File: src/rtl/seq_divider_if.sv
// ---------------------------------------------------------------------------
// seq_divider_if
// Handshake bundle for the iterative divider.
//   in_valid / in_ready   : operand handshake (producer -> divider)
//   lop / rop             : dividend / divisor, WIDTH bits, unsigned
//   out_valid / out_ready : result handshake (divider -> consumer)
//   quot / mod            : quotient / remainder, WIDTH bits
//   div_zero              : result was produced by a zero divisor
//   busy                  : divider is not idle
// master : the side issuing operands and consuming results
// slave  : the divider itself
// ---------------------------------------------------------------------------
interface seq_divider_if #(
    parameter int WIDTH = 8
);
    logic             in_valid;
    logic             in_ready;
    logic [WIDTH-1:0] lop;
    logic [WIDTH-1:0] rop;
    logic             out_valid;
    logic             out_ready;
    logic [WIDTH-1:0] quot;
    logic [WIDTH-1:0] mod;
    logic             div_zero;
    logic             busy;

    modport master (
        output in_valid, lop, rop, out_ready,
        input  in_ready, out_valid, quot, mod, div_zero, busy
    );

    modport slave (
        input  in_valid, lop, rop, out_ready,
        output in_ready, out_valid, quot, mod, div_zero, busy
    );
endinterface

File: src/rtl/seq_divider.sv
// ---------------------------------------------------------------------------
// seq_divider
// Iterative unsigned restoring divider, BITS_PER_CYCLE quotient bits per
// clock, one operation in flight.
//   clk   : clock, all logic on the rising edge
//   reset : synchronous, active-high; discards any in-flight operation
//   bus   : seq_divider_if.slave (operand and result handshakes, status)
// A zero divisor skips iteration and completes on the accept edge with
// quot = all ones, mod = dividend, div_zero = 1. Otherwise the result is
// presented N = WIDTH/BITS_PER_CYCLE edges after the accept edge and held
// until out_ready is seen.
// ---------------------------------------------------------------------------
module seq_divider #(
    parameter int WIDTH          = 8,
    parameter int BITS_PER_CYCLE = 1
) (
    input  logic         clk,
    input  logic         reset,
    seq_divider_if.slave bus
);
    localparam int N     = WIDTH / BITS_PER_CYCLE;
    localparam int CNT_W = (N > 1) ? $clog2(N) : 1;
    localparam logic [CNT_W-1:0] LAST_COUNT = CNT_W'(N - 1);

    generate
        if (WIDTH < 2 || BITS_PER_CYCLE < 1 || (WIDTH % BITS_PER_CYCLE) != 0) begin : g_bad_param
            $error("seq_divider: BITS_PER_CYCLE must divide WIDTH and WIDTH must be >= 2");
        end
    endgenerate

    typedef enum logic [1:0] {
        S_IDLE,
        S_BUSY,
        S_DONE
    } state_t;

    state_t           r_state;
    logic [WIDTH-1:0] r_dividend;   // remaining dividend bits, consumed MSB first
    logic [WIDTH-1:0] r_divisor;
    logic [WIDTH:0]   r_rem;        // partial remainder, one spare bit
    logic [WIDTH-1:0] r_quot_acc;   // quotient bits accumulate at the LSB
    logic [CNT_W-1:0] r_count;
    logic [WIDTH-1:0] r_quot;
    logic [WIDTH-1:0] r_mod;
    logic             r_div_zero;
    logic             r_out_valid;

    // Restoring step chain: stage gi feeds stage gi+1 within one clock.
    logic [WIDTH:0]            w_rem [0:BITS_PER_CYCLE];
    logic [WIDTH-1:0]          w_dvd [0:BITS_PER_CYCLE];
    logic [WIDTH-1:0]          w_quo [0:BITS_PER_CYCLE];
    // Bits that fall off the top of each stage; collected so they are consumed.
    logic [BITS_PER_CYCLE-1:0] w_unused_msbs;

    assign w_rem[0] = r_rem;
    assign w_dvd[0] = r_dividend;
    assign w_quo[0] = r_quot_acc;

    genvar gi;
    generate
        for (gi = 0; gi < BITS_PER_CYCLE; gi++) begin : g_step
            logic [WIDTH:0] w_shift;
            logic           w_ge;

            // Remainder is always < divisor after a step, so its top bit is
            // zero and the shifted value fits in WIDTH+1 bits without loss.
            assign w_shift         = {w_rem[gi][WIDTH-1:0], w_dvd[gi][WIDTH-1]};
            assign w_ge            = (w_shift >= {1'b0, r_divisor});
            assign w_rem[gi+1]     = w_ge ? (w_shift - {1'b0, r_divisor}) : w_shift;
            assign w_dvd[gi+1]     = {w_dvd[gi][WIDTH-2:0], 1'b0};
            assign w_quo[gi+1]     = {w_quo[gi][WIDTH-2:0], w_ge};
            assign w_unused_msbs[gi] = w_rem[gi][WIDTH] ^ w_quo[gi][WIDTH-1];
        end
    endgenerate

    always_ff @(posedge clk) begin
        if (reset) begin
            r_state     <= S_IDLE;
            r_dividend  <= '0;
            r_divisor   <= '0;
            r_rem       <= '0;
            r_quot_acc  <= '0;
            r_count     <= '0;
            r_quot      <= '0;
            r_mod       <= '0;
            r_div_zero  <= 1'b0;
            r_out_valid <= 1'b0;
        end else begin
            case (r_state)
                S_IDLE: begin
                    if (bus.in_valid) begin
                        if (bus.rop == '0) begin
                            r_state     <= S_DONE;
                            r_quot      <= '1;
                            r_mod       <= bus.lop;
                            r_div_zero  <= 1'b1;
                            r_out_valid <= 1'b1;
                        end else begin
                            r_state    <= S_BUSY;
                            r_dividend <= bus.lop;
                            r_divisor  <= bus.rop;
                            r_rem      <= '0;
                            r_quot_acc <= '0;
                            r_count    <= '0;
                        end
                    end
                end
                S_BUSY: begin
                    r_dividend <= w_dvd[BITS_PER_CYCLE];
                    r_rem      <= w_rem[BITS_PER_CYCLE];
                    r_quot_acc <= w_quo[BITS_PER_CYCLE];
                    r_count    <= r_count + CNT_W'(1);
                    if (r_count == LAST_COUNT) begin
                        r_state     <= S_DONE;
                        r_quot      <= w_quo[BITS_PER_CYCLE];
                        r_mod       <= w_rem[BITS_PER_CYCLE][WIDTH-1:0];
                        r_div_zero  <= 1'b0;
                        r_out_valid <= 1'b1;
                    end
                end
                S_DONE: begin
                    if (bus.out_ready) begin
                        r_state     <= S_IDLE;
                        r_out_valid <= 1'b0;
                    end
                end
                default: begin
                    r_state     <= S_IDLE;
                    r_out_valid <= 1'b0;
                end
            endcase
        end
    end

    assign bus.in_ready  = (r_state == S_IDLE);
    assign bus.busy      = (r_state != S_IDLE);
    assign bus.out_valid = r_out_valid;
    assign bus.quot      = r_quot;
    assign bus.mod       = r_mod;
    assign bus.div_zero  = r_div_zero;

endmodule

File: src/flat_wrapper.sv
// flat-port wrapper written by rule: the top's interface ports become plain ports
module seq_divider_flat 
#(
    parameter int WIDTH          = 8,
    parameter int BITS_PER_CYCLE = 1
)
  (clk, reset, bus_in_valid, bus_lop, bus_rop, bus_out_ready, bus_in_ready, bus_out_valid, bus_quot, bus_mod, bus_div_zero, bus_busy);
  seq_divider_if #(.WIDTH(WIDTH)) bus_i ();
  input  logic clk;
  input  logic reset;
  input wire logic [$bits(bus_i.in_valid)-1:0] bus_in_valid;
  input wire logic [$bits(bus_i.lop)-1:0] bus_lop;
  input wire logic [$bits(bus_i.rop)-1:0] bus_rop;
  input wire logic [$bits(bus_i.out_ready)-1:0] bus_out_ready;
  output wire logic [$bits(bus_i.in_ready)-1:0] bus_in_ready;
  output wire logic [$bits(bus_i.out_valid)-1:0] bus_out_valid;
  output wire logic [$bits(bus_i.quot)-1:0] bus_quot;
  output wire logic [$bits(bus_i.mod)-1:0] bus_mod;
  output wire logic [$bits(bus_i.div_zero)-1:0] bus_div_zero;
  output wire logic [$bits(bus_i.busy)-1:0] bus_busy;
  assign bus_i.in_valid = bus_in_valid;
  assign bus_i.lop = bus_lop;
  assign bus_i.rop = bus_rop;
  assign bus_i.out_ready = bus_out_ready;
  assign bus_in_ready = bus_i.in_ready;
  assign bus_out_valid = bus_i.out_valid;
  assign bus_quot = bus_i.quot;
  assign bus_mod = bus_i.mod;
  assign bus_div_zero = bus_i.div_zero;
  assign bus_busy = bus_i.busy;
  seq_divider #(.WIDTH(WIDTH), .BITS_PER_CYCLE(BITS_PER_CYCLE)) u_core (.clk(clk), .reset(reset), .bus(bus_i));
endmodule
File: config.mk
export PLATFORM = sky130hd
export DESIGN_NAME = seq_divider_flat
export DESIGN_NICKNAME = d
export VERILOG_FILES = /design/src/rtl/seq_divider_if.sv /design/src/rtl/seq_divider.sv /design/src/flat_wrapper.sv
export SDC_FILE = /design/constraint.sdc
export NUM_CORES = 1
export LEC_CHECK = 0
export BUFFER_PORTS_ARGS = -buffer_cell sky130_fd_sc_hd__buf_2
export CAP_MARGIN = 15
export CORE_MARGIN = 3
export CORE_UTILIZATION = 45
export DETAILED_ROUTE_END_ITERATION = 8
export PLACE_DENSITY = 0.66
export SLEW_MARGIN = 40
export SYNTH_ARGS = -nofsm -noshare
export SYNTH_HDL_FRONTEND = slang
export SYNTH_SLANG_ARGS = --single-unit
File: constraint.sdc
create_clock -name clk -period 3.4 [get_ports clk]
set_clock_uncertainty 0.2 [all_clocks]
set_input_delay 0.51 -clock clk [delete_from_list [all_inputs] [get_ports clk]]
set_output_delay 0.51 -clock clk [all_outputs]
set_load 0.1 [all_outputs]
* Word-level counts from Yosys, hierarchy flattened
Index checks and enable logic that the tools add are counted.
** Word-level totals
- Register bits after elaboration :: 54
- Input bits :: 20
- Output and inout bits :: 20
- Word-level logic and storage cells :: 64
** Cells by class
- $add $sub $neg :: 2
- Magnitude comparators :: 1
- Eq/ne operators :: 8
- Muxes and demuxes :: 33
- Bitwise gates (word level) :: 1
- Reductions and logical operators :: 9
** Operators with widths (number)
- $mux 8 :: 11
- $pmux 8 s2 :: 4
- $mux 7 :: 2
- $pmux 7 s2 :: 1
- $ge 9x8->1 :: 1
- $reduce_and 3->1 :: 3
- $logic_not 8->1 :: 1
- $mux 2 :: 4
- $reduce_and 4->1 :: 2
- $sub 8x8->8 :: 1
- $mux 3 :: 2
- $ne 2x2->1 const B :: 3
- $pmux 2 s3 :: 1
- $pmux 3 s2 :: 1
- $mux 1 :: 5
- $ne 2x1->1 const B :: 2
- $reduce_bool 2->1 :: 2
- $add 3x1->3 const B :: 1
- $eq 3x3->1 const B :: 1
- $pmux 1 s3 :: 1
- $eq 2x1->1 const B :: 1
- $eq 2x2->1 const B :: 1
- $logic_not 2->1 :: 1
- $pmux 1 s2 :: 1
- $not 1->1 :: 1

* Longest topological paths before layout
- Depth after elaboration :: 4
- Depth in mapped cells :: 9
- Mapped depth without buffers :: 9

* Worst setup path before layout
OpenSTA, ideal clock, no wires.
- Path kind :: register -> register
- Start :: register u_core.r_state[1]
- End :: register u_core.r_divisor[0]
- Library setup time :: 0.128 ns
- Arrival :: 3.494 ns
- Data required time :: 3.072 ns
- Path slack :: -0.421 ns
- Cell stages (with the launch flop) :: 7
- Path buffers :: 1
- Clock period less this slack :: 3.821 ns
- Cell sequence :: dfxtp_1 > nor2_1 > inv_1 > or2_2 > buf_4 > mux2i_1 > nor2_1
** Between the ends
- Longest elaborated chain between the ends :: 2
** Ends and longest elaborated chain
- from (decl) :: RTL line seq_divider.sv:37 : state_t r_state;
- from (signal assigned) :: RTL line seq_divider.sv:78 : r_state <= S_IDLE;
- from (signal assigned) :: RTL line seq_divider.sv:93 : r_state <= S_DONE;
- from (signal assigned) :: RTL line seq_divider.sv:99 : r_state <= S_BUSY;
- $logic_not 2->1
- via bus_in_ready :: RTL line flat_wrapper.sv:15 : output wire logic [$bits(bus_i.in_ready)-1:0] bus_in_ready;
- $reduce_and 3->1 (no source line)
- to (signal assigned) :: RTL line seq_divider.sv:101 : r_divisor <= bus.rop;
- to (decl) :: RTL line seq_divider.sv:39 : logic [WIDTH-1:0] r_divisor;
The timed path passes the listed nets, and every way through them passes these cells.
A chain may end at the register's enable or synchronous reset.

* Worst setup path after layout
- Start :: register u_core.r_divisor[4]
- End :: register u_core.r_mod[6], in the netlist u_core.bus.mod[6]
** Between the ends
- Longest elaborated chain between the ends :: 4
- Elaborated cells on any way between the ends :: 5
- Those cells by class :: add/sub: 1; order compare: 1; mux: 3
** Ends and longest elaborated chain
- $sub 8x8->8 / $ge 9x8->1 (equally long branches) :: RTL line seq_divider.sv:69, seq_divider.sv:68
- $mux 8 * :: RTL line seq_divider.sv:69 : assign w_rem[gi+1] = w_ge ? (w_shift - {1'b0, r_divisor}) : w_shift;
- $mux 8 * :: RTL line seq_divider.sv:113 : if (r_count == LAST_COUNT) begin
- $pmux 8 s2 * :: RTL line seq_divider.sv:89 : case (r_state)
- to (signal assigned) :: RTL line seq_divider.sv:95 : r_mod <= bus.lop;
- to (signal assigned) :: RTL line seq_divider.sv:116 : r_mod <= w_rem[BITS_PER_CYCLE][WIDTH-1:0];
- to (decl) :: RTL line seq_divider.sv:44 : logic [WIDTH-1:0] r_mod;
Every way passes the cells marked *; elsewhere a longest branch is shown, timed or not. The select of a mux whose other input is x is not followed.

==> metrics <==
die footprint=around 6600 µm²; Initial DRC Count=120; Die Span Y=80.9 µm; GRT Residual Overflow=0; r2r setup slk=0.85 ns; hpwl dp=3.94 mm; initial antenna violation count=0; Filler cells=roughly 560; pre-CTS WS=around 0.76 ns; area grow syn2layout=12.3%; top-count cell post-synth=dfxtp_1; post-route cell area=~2800 µm²; Final WS setup=0.851 ns; largest net degree at the start of global routing=38; overall global routing resource usage=0.183; Slew HR=0.515; worst hold-check path type=primary input to register; number of instances resized during post-cts repair=0; Buffers on Ports=39; Seq/Total Area, Yosys=0.428; Tot Pwr=1.49 mW; max-cap violations=0; WP buf/inv=1; # IOs=40; Finished Layout Cells=400; via/cell ratio=5.41; dpl cell area=about 2700 µm²; Initial Util=0.480; number of antenna diodes=0; Final Util=0.538; Routed wire per std cell=approximately 14 µm; area share of the largest cell type after synthesis=0.428; ranking of synthesized cells by area=dfxtp_1 43%, nor2_1 7.1%, a311oi_1 5.2%, nand2_1 5.0%, ha_1 5.0%; layout cell share with drive strength beyond 1=0.188; Syn Area/Cell=8.42 µm²; fin crit share=0.750; Critical Path AT=~2.6 ns; worst hold slack=around 0.24 ns; dpl cells=392; max-slew violations=0; Std-Cell Rows=26; register bit total from synthesis=54; worst reg2reg path startpoint=u_core.r_divisor[4]; TritonCTS Sinks=54; CP endpoint kind=register; status=finished, final reports clean; Synth area leader=dfxtp_1; Layout Nets=360; setup bufs post-CTS=0; Min-Delay Startpoint=bus_rop[7]; Largest stage delay, worst path=roughly 0.35 ns; worst skew pair latency=0.31 ns; CTS tree=built; hold path cells=3; CP Max Fanout=15; Setup CP Type=register to register; clock slew at reported path FFs=roughly 0.1 ns; VDD IR max=around 0.19 mV; Final min period=roughly 2.5 ns; Syn Nets=~330; Max Freq=392 MHz; mapped cell area=~2500 µm²; # H-tree levels=2; worst hold endpoint=u_core.r_divisor[7]; CTS Hold Bufs=0; Post-synth EDFFs=0; worst-margin pin slew=just over 0.7 ns; placeable core area=5270 µm²; CTS Buf Count=5; Root Buffer=clkbuf_8; warnings from Yosys=0; via count=~2,200; cells after synthesis=300; CP Launch Type=register; Final Setup Violations=0; number of global-route vias before repair=between 2,000 and 2,500; CP max stage cell=dfxtp_1; crit-path cells=inv_1 > ha_1 > a21o_1 > a221oi_1 > o21ai_2 > or2_2 > o31a_1 > a311oi_1; drt pass-1 iters=4; critical path's top delay family=compound AO/OA/AOI/OAI gates; reg2reg path depth=8; Synth top cells by count=54 x dfxtp_1, 48 x nor2_1, 34 x nand2_1; setup TNS=0 ns; Clock Path Buffers=2; first-pass GRT wire length=approximately 9.4 mm; fraction of registers with async set/reset=0; Final ANT Viol Nets=0; Final GP Congestion=between 0.8 and 0.9; setup repair after global routing missed its margin=false; RR Endpoint=u_core.bus.mod[6]; Residual DRC=0; Worst EP required=around 3.4 ns; PwrDens=525 nW/µm²; leak pwr=approximately 1.2 nW; Post-synth top flop=dfxtp_1; drt total wl=~5.6 mm; final hold violations=0; Die W=~81 µm; Synth cell types=38
per-layer routing:
metal  vias up  part of all wire  GRT usage
li1       1111                 -          -
met1      1017              0.46      0.231
met2        31              0.50      0.322
met3         6             0.030     0.0377
met4         0            0.0079     0.0372
met5         -                 0          0
report_power, final:
part,switching [mW],internal [mW],total [mW]
logic,0.249,0.160,0.408
clock network,0.222,0.168,0.390
registers,0.0250,0.666,0.691
tightest hold or removal path: cells and delay by family:
kind	cells	cell delay (ns)
AND/OR/NAND/NOR	1	0.07
multiplexers	1	0.06
buffers and inverters	1	0.09
state kept, by name, summed over array words and instances, names as in the netlist:
signal / flops
u_core.r_count: 3
u_core.bus.mod: 8
u_core.r_divisor: 8
u_core.r_rem: 8
u_core.bus.out_valid: 1
u_core.bus.quot: 8
u_core.r_dividend: 8
u_core.r_quot_acc: 7
u_core.bus.div_zero: 1
u_core.r_state: 2
layout make-up:
cell class	count	area, µm²	share of cell area
flip-flops and latches	54	1080	0.381
clock buffers	6	82.6	0.0291
clock inverters	2	16.3	0.00573
multi-input cells	213	1310	0.461
repair buffers	41	210	0.0741
well taps	70	87.6	0.0309
inverters	14	52.6	0.0185
worst max-delay path by stage:
stage | start | endpoint | slack (ns) | cells past startpoint
floorplan | u_core.r_state[1] | u_core.r_divisor[0] | 0.32 | 6
global placement | u_core.r_divisor[4] | u_core.bus.mod[6] | 0.77 | 8
detailed placement | bus_rop[1] | u_core.bus.mod[7] | 0.76 | 6
CTS | u_core.r_divisor[4] | u_core.bus.mod[6] | 0.86 | 8
global route | u_core.r_divisor[4] | u_core.bus.mod[6] | 0.73 | 8
finish | u_core.r_divisor[4] | u_core.bus.mod[6] | 0.85 | 8
cells in the final DEF (no fill, tap or decap), types with 2 or more instances in the layout:
| cell type | netlist | final |
|---|---|---|
| dfxtp_1 | 54 | 54 |
| nor2_1 | 48 | 47 |
| buf_2 | 4 | 39 |
| nand2_1 | 34 | 34 |
| nor3_1 | 19 | 19 |
| a311oi_1 | 15 | 15 |
| inv_1 | 14 | 14 |
| a21oi_1 | 14 | 13 |
| ha_1 | 10 | 10 |
| mux2i_1 | 9 | 9 |
| a22oi_1 | 9 | 9 |
| clkbuf_8 | 0 | 6 |
| o21ai_0 | 5 | 5 |
| nand2b_1 | 4 | 4 |
| a21o_1 | 4 | 4 |
| a31oi_1 | 4 | 4 |
| o21a_1 | 3 | 3 |
| o31a_1 | 3 | 3 |
| or2_2 | 3 | 3 |
| or3_1 | 3 | 3 |
| mux2_2 | 3 | 3 |
| or4_4 | 2 | 2 |
| o21ai_1 | 3 | 2 |
| nor2b_1 | 3 | 2 |
| nand3_1 | 2 | 2 |
| xor2_1 | 2 | 2 |
| o211ai_1 | 2 | 2 |
| o31ai_1 | 2 | 2 |
| buf_4 | 2 | 2 |
cell families after synthesis:
group | count (synthesis) | share of synthesized area
AND/OR/NAND/NOR | 120 | 0.210
AO/OA/AOI/OAI | 67 | 0.185
flip-flops | 54 | 0.428
buffers and inverters | 33 | 0.0599
multiplexers | 12 | 0.0490
adder cells (fa/ha/maj) | 11 | 0.0574
XOR/XNOR | 3 | 0.0104
Note: power is estimated with default switching activity, not from simulation.
